==> src/rtl/seg_scan_bcd_display.sv <==
// Multiplexed seven-segment controller fed by a sequential shift-add-3 binary-to-BCD converter.
// Optional macro SEG_BRIGHTNESS_EN adds brightness[2:0], which shortens each digit's an pulse.
module seg_scan_bcd_display #(
    parameter int N_DIGITS = 8,
    parameter int GROUPS   = 2,
    parameter int VAL_W    = 32,
    parameter int SCAN_DIV = 50000,
    parameter int CONV_D   = (VAL_W*3)/10+1
) (
    input  logic                            clk,
    input  logic                            rst,
    input  logic [VAL_W-1:0]                value_in,
    input  logic                            value_valid,
    output logic                            value_ready,
    input  logic [$clog2(N_DIGITS+1)-1:0]   dp_pos,
    input  logic                            blank_lz,
`ifdef SEG_BRIGHTNESS_EN
    input  logic [2:0]                      brightness,
`endif
    output logic                            ovf,
    output logic [8*GROUPS-1:0]             seg,
    output logic [N_DIGITS-1:0]             an
);
    localparam int DPG = N_DIGITS / GROUPS;
    localparam int IW  = $clog2(N_DIGITS+1);
    localparam int PW  = $clog2(SCAN_DIV);
    localparam int CW  = $clog2(VAL_W);
    localparam int BW  = CONV_D*4;
    localparam int DW  = N_DIGITS*4;
    localparam logic [PW-1:0] PRESC_LAST = PW'(SCAN_DIV-1);
    localparam logic [IW-1:0] IDX_LAST   = IW'(N_DIGITS-1);
    localparam logic [CW-1:0] BIT_LAST   = CW'(VAL_W-1);

    typedef enum logic [1:0] {IDLE, CONV, LOAD} state_t;

    state_t                state_q, state_d;
    logic                  started_q;
    logic [VAL_W-1:0]      shift_q, shift_d;
    logic [BW-1:0]         bcd_q, bcd_d, bcdAdj;
    logic [CW-1:0]         bitCnt_q, bitCnt_d;
    logic [DW-1:0]         disp_q, disp_d;
    logic                  ovf_q, ovf_d, hiNonZero;
    logic [PW-1:0]         presc_q, presc_d;
    logic [IW-1:0]         scanIdx_q, scanIdx_d;
    logic [8*GROUPS-1:0]   seg_q, seg_d;
    logic [N_DIGITS-1:0]   an_q, an_d;
    logic [3:0]            digit;
    logic [7:0]            pattern;
    logic                  upperZero, blank, anEnable;

    function automatic logic [7:0] segPattern(input logic [3:0] d);
        case (d)
            4'd0:    segPattern = 8'h3F;
            4'd1:    segPattern = 8'h06;
            4'd2:    segPattern = 8'h5B;
            4'd3:    segPattern = 8'h4F;
            4'd4:    segPattern = 8'h66;
            4'd5:    segPattern = 8'h6D;
            4'd6:    segPattern = 8'h7D;
            4'd7:    segPattern = 8'h07;
            4'd8:    segPattern = 8'h7F;
            4'd9:    segPattern = 8'h6F;
            default: segPattern = 8'h00;
        endcase
    endfunction

    // started_q keeps value_ready low until the first clock after reset release
    assign value_ready = started_q && (state_q == IDLE);
    assign ovf = ovf_q;
    assign seg = seg_q;
    assign an  = an_q;

    always_ff @(posedge clk or posedge rst) begin
        if (rst) begin
            state_q   <= IDLE;
            started_q <= 1'b0;
            shift_q   <= '0;
            bcd_q     <= '0;
            bitCnt_q  <= '0;
            disp_q    <= '0;
            ovf_q     <= 1'b0;
            presc_q   <= '0;
            scanIdx_q <= '0;
            seg_q     <= '0;
            an_q      <= '0;
        end else begin
            state_q   <= state_d;
            started_q <= 1'b1;
            shift_q   <= shift_d;
            bcd_q     <= bcd_d;
            bitCnt_q  <= bitCnt_d;
            disp_q    <= disp_d;
            ovf_q     <= ovf_d;
            presc_q   <= presc_d;
            scanIdx_q <= scanIdx_d;
            seg_q     <= seg_d;
            an_q      <= an_d;
        end
    end

    always_comb begin
        state_d   = state_q;
        shift_d   = shift_q;
        bcd_d     = bcd_q;
        bitCnt_d  = bitCnt_q;
        disp_d    = disp_q;
        ovf_d     = ovf_q;
        bcdAdj    = bcd_q;
        hiNonZero = 1'b0;
        for (int i = 0; i < CONV_D; i++) begin
            if (bcd_q[i*4 +: 4] >= 4'd5)
                bcdAdj[i*4 +: 4] = bcd_q[i*4 +: 4] + 4'd3;
            if (i >= N_DIGITS && bcd_q[i*4 +: 4] != 4'd0)
                hiNonZero = 1'b1;
        end
        case (state_q)
            IDLE: begin
                if (value_ready && value_valid) begin
                    shift_d  = value_in;
                    bcd_d    = '0;
                    bitCnt_d = '0;
                    state_d  = CONV;
                end
            end
            CONV: begin
                bcd_d    = {bcdAdj[BW-2:0], shift_q[VAL_W-1]};
                shift_d  = {shift_q[VAL_W-2:0], 1'b0};
                bitCnt_d = bitCnt_q + 1'b1;
                if (bitCnt_q == BIT_LAST)
                    state_d = LOAD;
            end
            LOAD: begin
                disp_d  = bcd_q[DW-1:0];
                ovf_d   = hiNonZero;
                state_d = IDLE;
            end
            default: state_d = IDLE;
        endcase
    end

    always_comb begin
        presc_d   = presc_q + 1'b1;
        scanIdx_d = scanIdx_q;
        if (presc_q == PRESC_LAST) begin
            presc_d   = '0;
            scanIdx_d = (scanIdx_q == IDX_LAST) ? '0 : scanIdx_q + 1'b1;
        end
    end

`ifdef SEG_BRIGHTNESS_EN
    assign anEnable = 32'(presc_q) < ((({29'd0, brightness} + 32'd1) * 32'(SCAN_DIV)) / 32'd8);
`else
    assign anEnable = 1'b1;
`endif

    // Next seg/an come from the current scan slot; the register adds the one-clock delay
    always_comb begin
        digit     = 4'd0;
        upperZero = 1'b1;
        seg_d     = '0;
        an_d      = '0;
        for (int j = 0; j < N_DIGITS; j++) begin
            if (IW'(j) == scanIdx_q)
                digit = disp_q[j*4 +: 4];
            if (IW'(j) >= scanIdx_q && disp_q[j*4 +: 4] != 4'd0)
                upperZero = 1'b0;
        end
        blank = blank_lz && upperZero && (scanIdx_q != '0) &&
                ((dp_pos >= IW'(N_DIGITS)) || (scanIdx_q > dp_pos));
        if (ovf_q) begin
            pattern = 8'h40;
        end else begin
            pattern = blank ? 8'h00 : segPattern(digit);
            if (scanIdx_q == dp_pos)
                pattern[7] = 1'b1;
        end
        for (int j = 0; j < N_DIGITS; j++) begin
            if (IW'(j) == scanIdx_q) begin
                seg_d[(j/DPG)*8 +: 8] = pattern;
                an_d[j]               = anEnable;
            end
        end
    end
endmodule

==> config.mk <==
export PLATFORM = sky130hd
export DESIGN_NAME = seg_scan_bcd_display
export DESIGN_NICKNAME = d
export VERILOG_FILES = /design/src/rtl/seg_scan_bcd_display.sv
export SDC_FILE = /design/constraint.sdc
export NUM_CORES = 1
export LEC_CHECK = 0
export ABC_AREA = 1
export CAP_MARGIN = 20
export CORE_MARGIN = 1
export CORE_UTILIZATION = 58
export DETAILED_ROUTE_END_ITERATION = 6
export MAX_ROUTING_LAYER = met4
export PLACE_DENSITY = 0.8
export SYNTH_ARGS = -nofsm -noshare
export SYNTH_HDL_FRONTEND = slang
export SYNTH_SLANG_ARGS = --single-unit
==> constraint.sdc <==
create_clock -name clk -period 7.22 [get_ports clk]
set_input_delay 1.444 -clock clk [delete_from_list [all_inputs] [get_ports clk]]
set_output_delay 1.444 -clock clk [all_outputs]
set_load 0.02 [all_outputs]
[Yosys cells after proc, flatten, opt, wreduce, memory -nomap -nowiden]
Memories as Yosys holds them, arrays and structs flattened.
Cells that the tools add are included.
Operators by class
  add/sub/neg operators: 13
  order comparisons: 20
  equal/unequal tests: 15
  muxes and demuxes: 58
  reductions and logical operators: 30
Operators by type and width (count)
  2-to-1 mux 8 bit: 10
  one-hot mux 40 bit (2 select lines): 1
  2-to-1 mux 4 bit: 18
  one-hot mux 32 bit (2 select lines): 1
  nonzero test 4 bit: 11
  >= comparator 4 x 3 -> 1 bit, second input constant: 10
  2-to-1 mux 40 bit: 1
  adder 4 x 2 -> 4 bit, second input constant: 9
  2-to-1 mux 32 bit: 1
  2-to-1 mux 1 bit: 19
  adder 16 x 1 -> 16 bit, second input constant: 1
  equality test 16 bit, second input constant: 1
  equality test 3 x 4 -> 1 bit, first input constant: 4
  >= comparator 3 x 4 -> 1 bit, first input constant: 4
  2-to-1 mux 16 bit: 1
  logical AND 1 bit: 13
  one-hot mux 5 bit (2 select lines): 1
  equality test 2 x 4 -> 1 bit, first input constant: 2
  >= comparator 1 x 4 -> 1 bit, first input constant: 2
  >= comparator 2 x 4 -> 1 bit, first input constant: 2
  adder 5 x 1 -> 5 bit, second input constant: 1
  equality test 5 bit, second input constant: 1
  2-to-1 mux 5 bit: 1
  adder 4 x 1 -> 4 bit, second input constant: 1
  other kinds (18): 20
Storage, ports and cells
  flip-flop bits (word level): 157
  ROM bits: 112
  bits of input ports: 40
  output and inout bits: 26
  logic and storage cells: 148
  memories: 1
Memories
  (no name shown): depth 16, bits a word 7, rd ports 1, clocked after memory_dff 0, wr ports 0, RTL line 52  | case (d)

[Logic depth before layout (Yosys ltp)]
Gate-level depths: netlist of the first run.
  depth in word-level cells: 20
  depth in mapped cells: 19
  depth with buffers taken out: 19

[Worst setup path before layout of the first run]
OpenSTA, ideal clock, no wires.
  path kind: input to register
  start: input port dp_pos[3]
  end: register seg_q[10] (netlist: seg[10])
  setup time: 0.072 ns
  arrival time: 2.485 ns
  data required time: 7.148 ns
  path slack: 4.663 ns
  stages on the path: 11
  buffers on the path: 0
  path through: inv_1 -> ha_1 -> a21oi_1 -> o21ai_0 -> nand2_1 -> nand2_1 -> nand3_1 -> nand2_1 -> inv_1 -> nand3_1 -> nor2_1
On the way
  cells in the longest elaborated chain, start to end: 9
  elaborated cells on any way between the ends: 10
  those cells by class: order compare (2); mux (6); reduce/logical (2)
RTL lines
  from (decl): RTL line 15  | input logic [$clog2(N_DIGITS+1)-1:0] dp_pos,
  >= comparator 4 bit / > comparator 4 bit (equally long branches): RTL line 169  | ((dp_pos >= IW'(N_DIGITS)) || (scanIdx_q > dp_pos));
  logical OR 1 bit (*): RTL line 169
  logical AND 1 bit (*): RTL line 168  | blank = blank_lz && upperZero && (scanIdx_q != '0) &&
  2-to-1 mux 8 bit (*): RTL line 173  | pattern = blank ? 8'h00 : segPattern(digit);
  2-to-1 mux 8 bit (*): RTL line 170  | if (ovf_q) begin
  2-to-1 mux 8 bit (3 in series): RTL line 178  | if (IW'(j) == scanIdx_q) begin
  2-to-1 mux 8 bit (*): RTL line 178
  net seg_d[10]: RTL line 45  | logic [8*GROUPS-1:0] seg_q, seg_d;
  to (signal assigned): RTL line 96  | seg_q <= seg_d;
  to (decl): RTL line 45
The timed path passes the listed nets; every way through them passes the cells marked *.
A chain may end at the register's enable or synchronous reset.

[Worst setup path after layout of the first run]
  start: register state_q[1]
  end: output port value_ready
On the way
  cells in the longest elaborated chain, start to end: 2
RTL lines
  from (decl): RTL line 36  | state_t state_q, state_d;
  from (signal assigned): RTL line 87  | state_q <= state_d;
  logical NOT 2 bit: RTL line 68  | assign value_ready = started_q && (state_q == IDLE);
  logical AND 1 bit: RTL line 68
  to (decl): RTL line 14  | output logic value_ready,
Every way passes these cells.

==> results of run 1 <==
[worst max path at each step]
stage / startpoint / endpoint / slack (ps) / depth (start not counted)
6_report: state_q[1] / value_ready / 3780 / 2
5_1_grt: state_q[1] / value_ready / 3710 / 2
4_1_cts: state_q[1] / value_ready / 3750 / 2
3_5_place_dp: rst / disp_q[27] / 3830 / 3
3_3_place_gp: rst / disp_q[27] / 3830 / 3
2_1_floorplan: rst / an[0] / 1540 / 1
[power groups by stage]
| stage | sequential (mW) | combinational (mW) | clock (mW) |
|---|---|---|---|
| global route | 1.28 | 1.26 | 0.912 |
| CTS | 1.25 | 1.10 | 0.875 |
| finish | 1.26 | 1.09 | 0.863 |
| global placement | 1.26 | 1.05 | 0 |
| detailed placement | 1.26 | 1.08 | 0 |
| floorplan | 1.23 | 0.861 | 0 |
[cell families (layout without fill, tap and decap cells)]
group | after synthesis | after routing | share of synthesized area [%]
buffers and inverters | 152 | 226 | 7.50
DFF | 157 | 157 | 51.0
AOI/OAI and AO/OA | 210 | 210 | 15.7
other | 1 | 1 | 0.0487
adders and majority gates | 39 | 39 | 6.33
xor gates and xnor gates | 15 | 15 | 1.71
and+or+nand+nor | 322 | 322 | 17.7
[cell type report]
class,count,area [µm²],share of cell area (%)
sequential,157,3930,43.2
clock inverter,5,56.3,0.620
inverter,126,478,5.26
clock buffer,25,515,5.67
timing repair buffer,70,688,7.57
multi-input combinational,587,3200,35.3
tap,172,215,2.37
[layout by cell type (no fill, tap or decap), types with 2 or more instances in the layout]
cell type	count
nand3_1	31
a21oi_1	31
ha_1	39
o31ai_1	2
o22ai_1	42
o211ai_1	6
inv_2	5
o21ai_0	100
clkbuf_8	6
xor2_1	14
nor2_1	113
clkdlybuf4s50_1	65
o21ai_1	4
buf_4	5
dfrtp_1	157
nand2_2	5
nand2_1	132
nor2_2	5
clkinv_2	2
nor3_1	7
clkbuf_1	2
o32ai_1	11
clkbuf_16	17
a21oi_2	2
nand4_1	14
a31oi_1	6
nor4_1	7
a32o_1	3
inv_1	119
[worst reg2reg max path: cells and delay by family (launching register included)]
family | cells | cell delay [ps]
AND/OR/NAND/NOR | 8 | 960
adder cells (fa/ha/maj) | 2 | 570
buffers and inverters | 3 | 490
AO/OA/AOI/OAI | 4 | 460
flip-flops | 1 | 440
[through the flow]
step                      instance area [µm²]  cells  worst slack [ps]
after floorplan                          7700    896              1540
after global placement                   8510   1112              3830
after detailed placement                 8510   1112              3830
after CTS                                9080   1142              3750
after global routing                     9080   1142              3710
final                                    9080   1142              3780
[metal layers]
layer / wire length [µm] / vias up / part of all wire (%)
met5: 0 / - / 0
met1: 7380 / 2921 / 46
met3: 732 / 35 / 4.6
li1: - / 3102 / -
met2: 7490 / 169 / 47
met4: 361 / 0 / 2.3
[sequential cells by signal (all words and copies together) (netlist names)]
register and count:
shift_q 32, disp_q 32, state_q 2, presc_q 16, started_q 1, bcd_q 40
scanIdx_q 4, seg 16, ovf 1, an 8, bitCnt_q 5
==> metrics.txt, run 1 <==
peak supply drop=0.225 mV; internal power=2.05 mW; crit-path cells=nor3b_1, clkdlybuf4s50_1; element type at the critical path end=primary output; Placement Rows=41; Max-Cap Viols=0; synthesized area per cell=8.60 µm²; boundary pin count=66; met1 Use GR=34.6%; Primary FF master, synth=dfrtp_1; CTS clock-pin slew for the worst setup and hold paths=60 ps; Die Ht=117 µm; status=finished clean; Post-Syn Nets=975; Worst Hold Depth=1; CTS buffer count=17; Clk Latency, worst-skew pair=430 ps; worst path buffer plus inverter count=1; critical path type=reg -> out; slew margin rel.=34.4%; reg2reg path depth=17; R2R Path Start=scanIdx_q[0]; Max stage delay on crit path=710 ps; setup slack, reg-to-reg=4150 ps; Worst Tran Pin Value=982 ps; number of global-route vias before repair=5903; grt peak-use layer=met2; mapped cell area=0.00770 mm²; Synth cell types=40; post-CTS sizing=0; Flop pwr share=39.2%; DRT antenna net count=0; IO Port Bufs=65; Commonest cells post-synth=157 x dfrtp_1, 133 x nand2_1, 120 x inv_1; clk_skew=7.92 ps; DP Wirelength=10700 µm; P_sw=1.16 mW; first-pass GRT wire length=27400 µm; Post-synth EDFFs=0; crit share post-route=47.6%; number of max-slew violations in the final report=0; H-tree lvl count=4; RSZ-0062 raised after global routing=false; TritonCTS clock tree=yes; Via density=5.45; Area Growth Syn to Fin=17.9%; top-count cell post-synth=dfrtp_1; Worst EP arrival=1990 ps; clk buf depth=2; Mapped Cells=896; Synth Warn #=0; die area=0.0137 mm²; Largest delay share family, worst path=buffers and inverters; Clk pwr share=26.9%; Antenna diodes=0; Final Critical Period=3440 ps; worst hold path class=reg -> reg; fmax=291 MHz; final core occ=71.1%; Hold Path Origin=ovf; Post-Route WL=16000 µm; CP Launch Type=flip-flop; met3 Track Usage GR=5.61%; antenna violations before repair=0; P per Cell Area=354 mW/mm²; NumNets Final=1038; met2 Use GR=41.0%; Hold EP=seg[15]; Root Buffer Master=clkbuf_16; fraction of layout instances using a drive strength above 1=5.67%; global route overflow=0; Worst Hold Margin=481 ps; Core ar.=0.0128 mm²; Global Route Usage Sum=26.6%; Critical Path Fanout Max=3; GP Congestion=0.896; sequential fraction of the synthesis area=51.0%; Comb power frac=34.0%; Crit path required time=5780 ps; Lkg Pwr=4.38 nW; Worst R2R End=seg[9]; DRT iter0 DRCs=403; Synth top area share=51.0%; largest net degree at the start of global routing=98; largest area contributor in the synthesized netlist=dfrtp_1; vias post-DR=6227; Setup TNS=0 ps; Post-CTS Setup Bufs=0; DRC Markers=0; Initial Utilization=60.3%; count of final hold-check violations=0; # fillers=975; Area contributors post-synth=dfrtp_1 51%, o21ai_0 6.5%, nand2_1 6.5%, ha_1 6.3%, inv_1 5.8%; Sink Count=157; Die W=117 µm; drt wl/cell=14.0 µm; ys async rst share=100%; DRT Pass-1 Iters=4; total power draw=3.21 mW; Hold Buf Count CTS=0; count of final setup violators=0; Yosys reg bits=157; switch share=36.1%; Crit-path slowest cell=clkdlybuf4s50_1
No activity file was read; power rests on OpenSTA's default activity.
==> run 2: changes to the inputs <==
--- a/config.mk
+++ b/config.mk
@@ -8,10 +8,10 @@
 export ABC_AREA = 1
 export CAP_MARGIN = 20
 export CORE_MARGIN = 1
-export CORE_UTILIZATION = 58
+export CORE_UTILIZATION = 52
 export DETAILED_ROUTE_END_ITERATION = 6
 export MAX_ROUTING_LAYER = met4
-export PLACE_DENSITY = 0.8
+export PLACE_DENSITY = 0.76
 export SYNTH_ARGS = -nofsm -noshare
 export SYNTH_HDL_FRONTEND = slang
 export SYNTH_SLANG_ARGS = --single-unit
==> constraint.sdc (replaced) <==
create_clock -name clk -period 3.1 [get_ports clk]
set_input_delay 0.62 -clock clk [delete_from_list [all_inputs] [get_ports clk]]
set_output_delay 0.62 -clock clk [all_outputs]
set_load 0.02 [all_outputs]
==> metrics.txt, run 2 (synthesized netlist as in run 1, its figures left out) <==
status=finished clean; vias post-DR=6223; met3 Track Usage GR=5.08%; element type at the critical path end=flip-flop; fmax=366 MHz; die area=0.0153 mm²; RSZ-0062 raised after global routing=false; DP Wirelength=10800 µm; Placed Instance Area=0.00857 mm²; largest registers=bcd_q (40), disp_q (32), shift_q (32); DRT Pass-1 Iters=7; Placement Rows=44; most frequent cells in the layout=157 x dfrtp_1, 132 x nand2_1, 118 x inv_1; CTS buffer count=17; Sink Count=157; Initial Utilization=53.2%; reg2reg path depth=17; Setup TNS=0 ps; NumNets Final=1042; Worst EP arrival=3020 ps; boundary pin count=66; Root Buffer Master=clkbuf_16; Die W=124 µm; Via density=5.37; antenna violations before repair=0; Clk Latency, worst-skew pair=430 ps; Global Route Usage Sum=23.2%; Top reg by flops=bcd_q; drt wl/cell=14.0 µm; number of global-route vias before repair=5705; Core ar.=0.0145 mm²; DRT antenna net count=0; first-pass GRT wire length=26900 µm; design area=0.00921 mm²; peak supply drop=0.430 mV; max FFs per register=40; IO Port Bufs=65; Die Ht=124 µm; global route overflow=0; DRT iter0 DRCs=448; GP Congestion=0.916; Worst Hold Depth=2; Final Critical Period=2740 ps; Worst Tran Pin Value=859 ps; critical path type=reg -> reg; TritonCTS clock tree=yes; count of final hold-check violations=0; Antenna diodes=0; number of max-slew violations in the final report=0; Critical Path Fanout Max=8; Crit path required time=3380 ps; CTS clock-pin slew for the worst setup and hold paths=60 ps; Post-Route WL=16200 µm; slew margin rel.=42.7%; met2 Use GR=33.9%; clk buf depth=2; commonest non-fill, non-tap cell in the layout=dfrtp_1; grt peak-use layer=met2; count of final setup violators=0; fraction of layout instances using a drive strength above 1=6.26%; Area Growth Syn to Fin=19.5%; crit share post-route=88.2%; clk_skew=7.41 ps; H-tree lvl count=4; met1 Use GR=31.9%; DRC Markers=0; largest net degree at the start of global routing=158; Max-Cap Viols=0; CP Launch Type=flip-flop; Lkg Pwr=4.42 nW; P per Cell Area=833 mW/mm²; worst hold path class=reg -> reg
## run 2: cell types whose count changed in the layout (fill, tap and decap cells not counted), moves of 2 or more
cell,before,now
bufinv_16,1,4
buf_12,0,2
clkbuf_8,6,2
buf_4,5,7
## run 2: power breakdown
group | internal [mW] | switching (mW)
logic | 0.976 | 1.58
clock network | 1.38 | 0.812
registers | 2.61 | 0.306
total | 4.96 | 2.70
## run 2: path summary, 6_finish.rpt
kind,from,slack [ps],to
max,scanIdx_q[1],360,seg[1]
min,disp_q[27],480,disp_q[27]
max reg2reg,scanIdx_q[1],360,seg[1]
min reg2reg,disp_q[27],480,disp_q[27]
max in group asynchronous,rst,1690,bcd_q[23]
min in group asynchronous,rst,720,presc_q[11]
## run 2: metrics by stage
stage | power (mW) | hold WS, ps | util, % | setup slack [ps] | cells
3_5_place_dp | 5.49 | 474 | 59.2 | 274 | 1127
4_1_cts | 7.72 | 488 | 63.5 | 260 | 1157
2_1_floorplan | 4.87 | 453 | - | 493 | 896
3_3_place_gp | 5.41 | 465 | 59.2 | 367 | 1127
6_report | 7.67 | 480 | 63.6 | 364 | 1158
5_1_grt | 8.28 | 497 | 63.6 | 8.76 | 1158
## run 2: worst max-delay path, cell delays in order, from the launching register on
cell and delay (ps):
dfrtp_1 460, inv_1 140, ha_1 200, inv_1 90
nor2_4 170, nand3_1 100, nand3_1 80, o211ai_1 90
nand2_1 70, o21ai_0 80, o211ai_1 90, nand2_1 60
o21ai_0 140, inv_1 150, ha_1 310, or2_1 220
nand3_1 90, nor2_1 40
## run 2: final cells by class
type | count | area, µm²
well taps | 184 | 230
fillers | 1196 | 5270
clock buffers | 20 | 457
inverters | 126 | 477
repair buffers | 74 | 743
flip-flops and latches | 157 | 3930
clock inverters | 10 | 164
multi-input cells | 587 | 3210
## run 2: layer usage
metal | wire length (µm) | share of wire, % | vias to the layer above
met2 | 7480 | 46 | 165
li1 | - | - | 3117
met1 | 7760 | 48 | 2914
met3 | 669 | 4.1 | 27
met5 | 0 | 0 | -
met4 | 289 | 1.8 | 0
## run 2: what timing repair did
action,4_1_cts,5_1_grt
resized for setup,0,2
endpoints found under the setup margin,0,7
buffers inserted,0,1
hold buffers,0,0
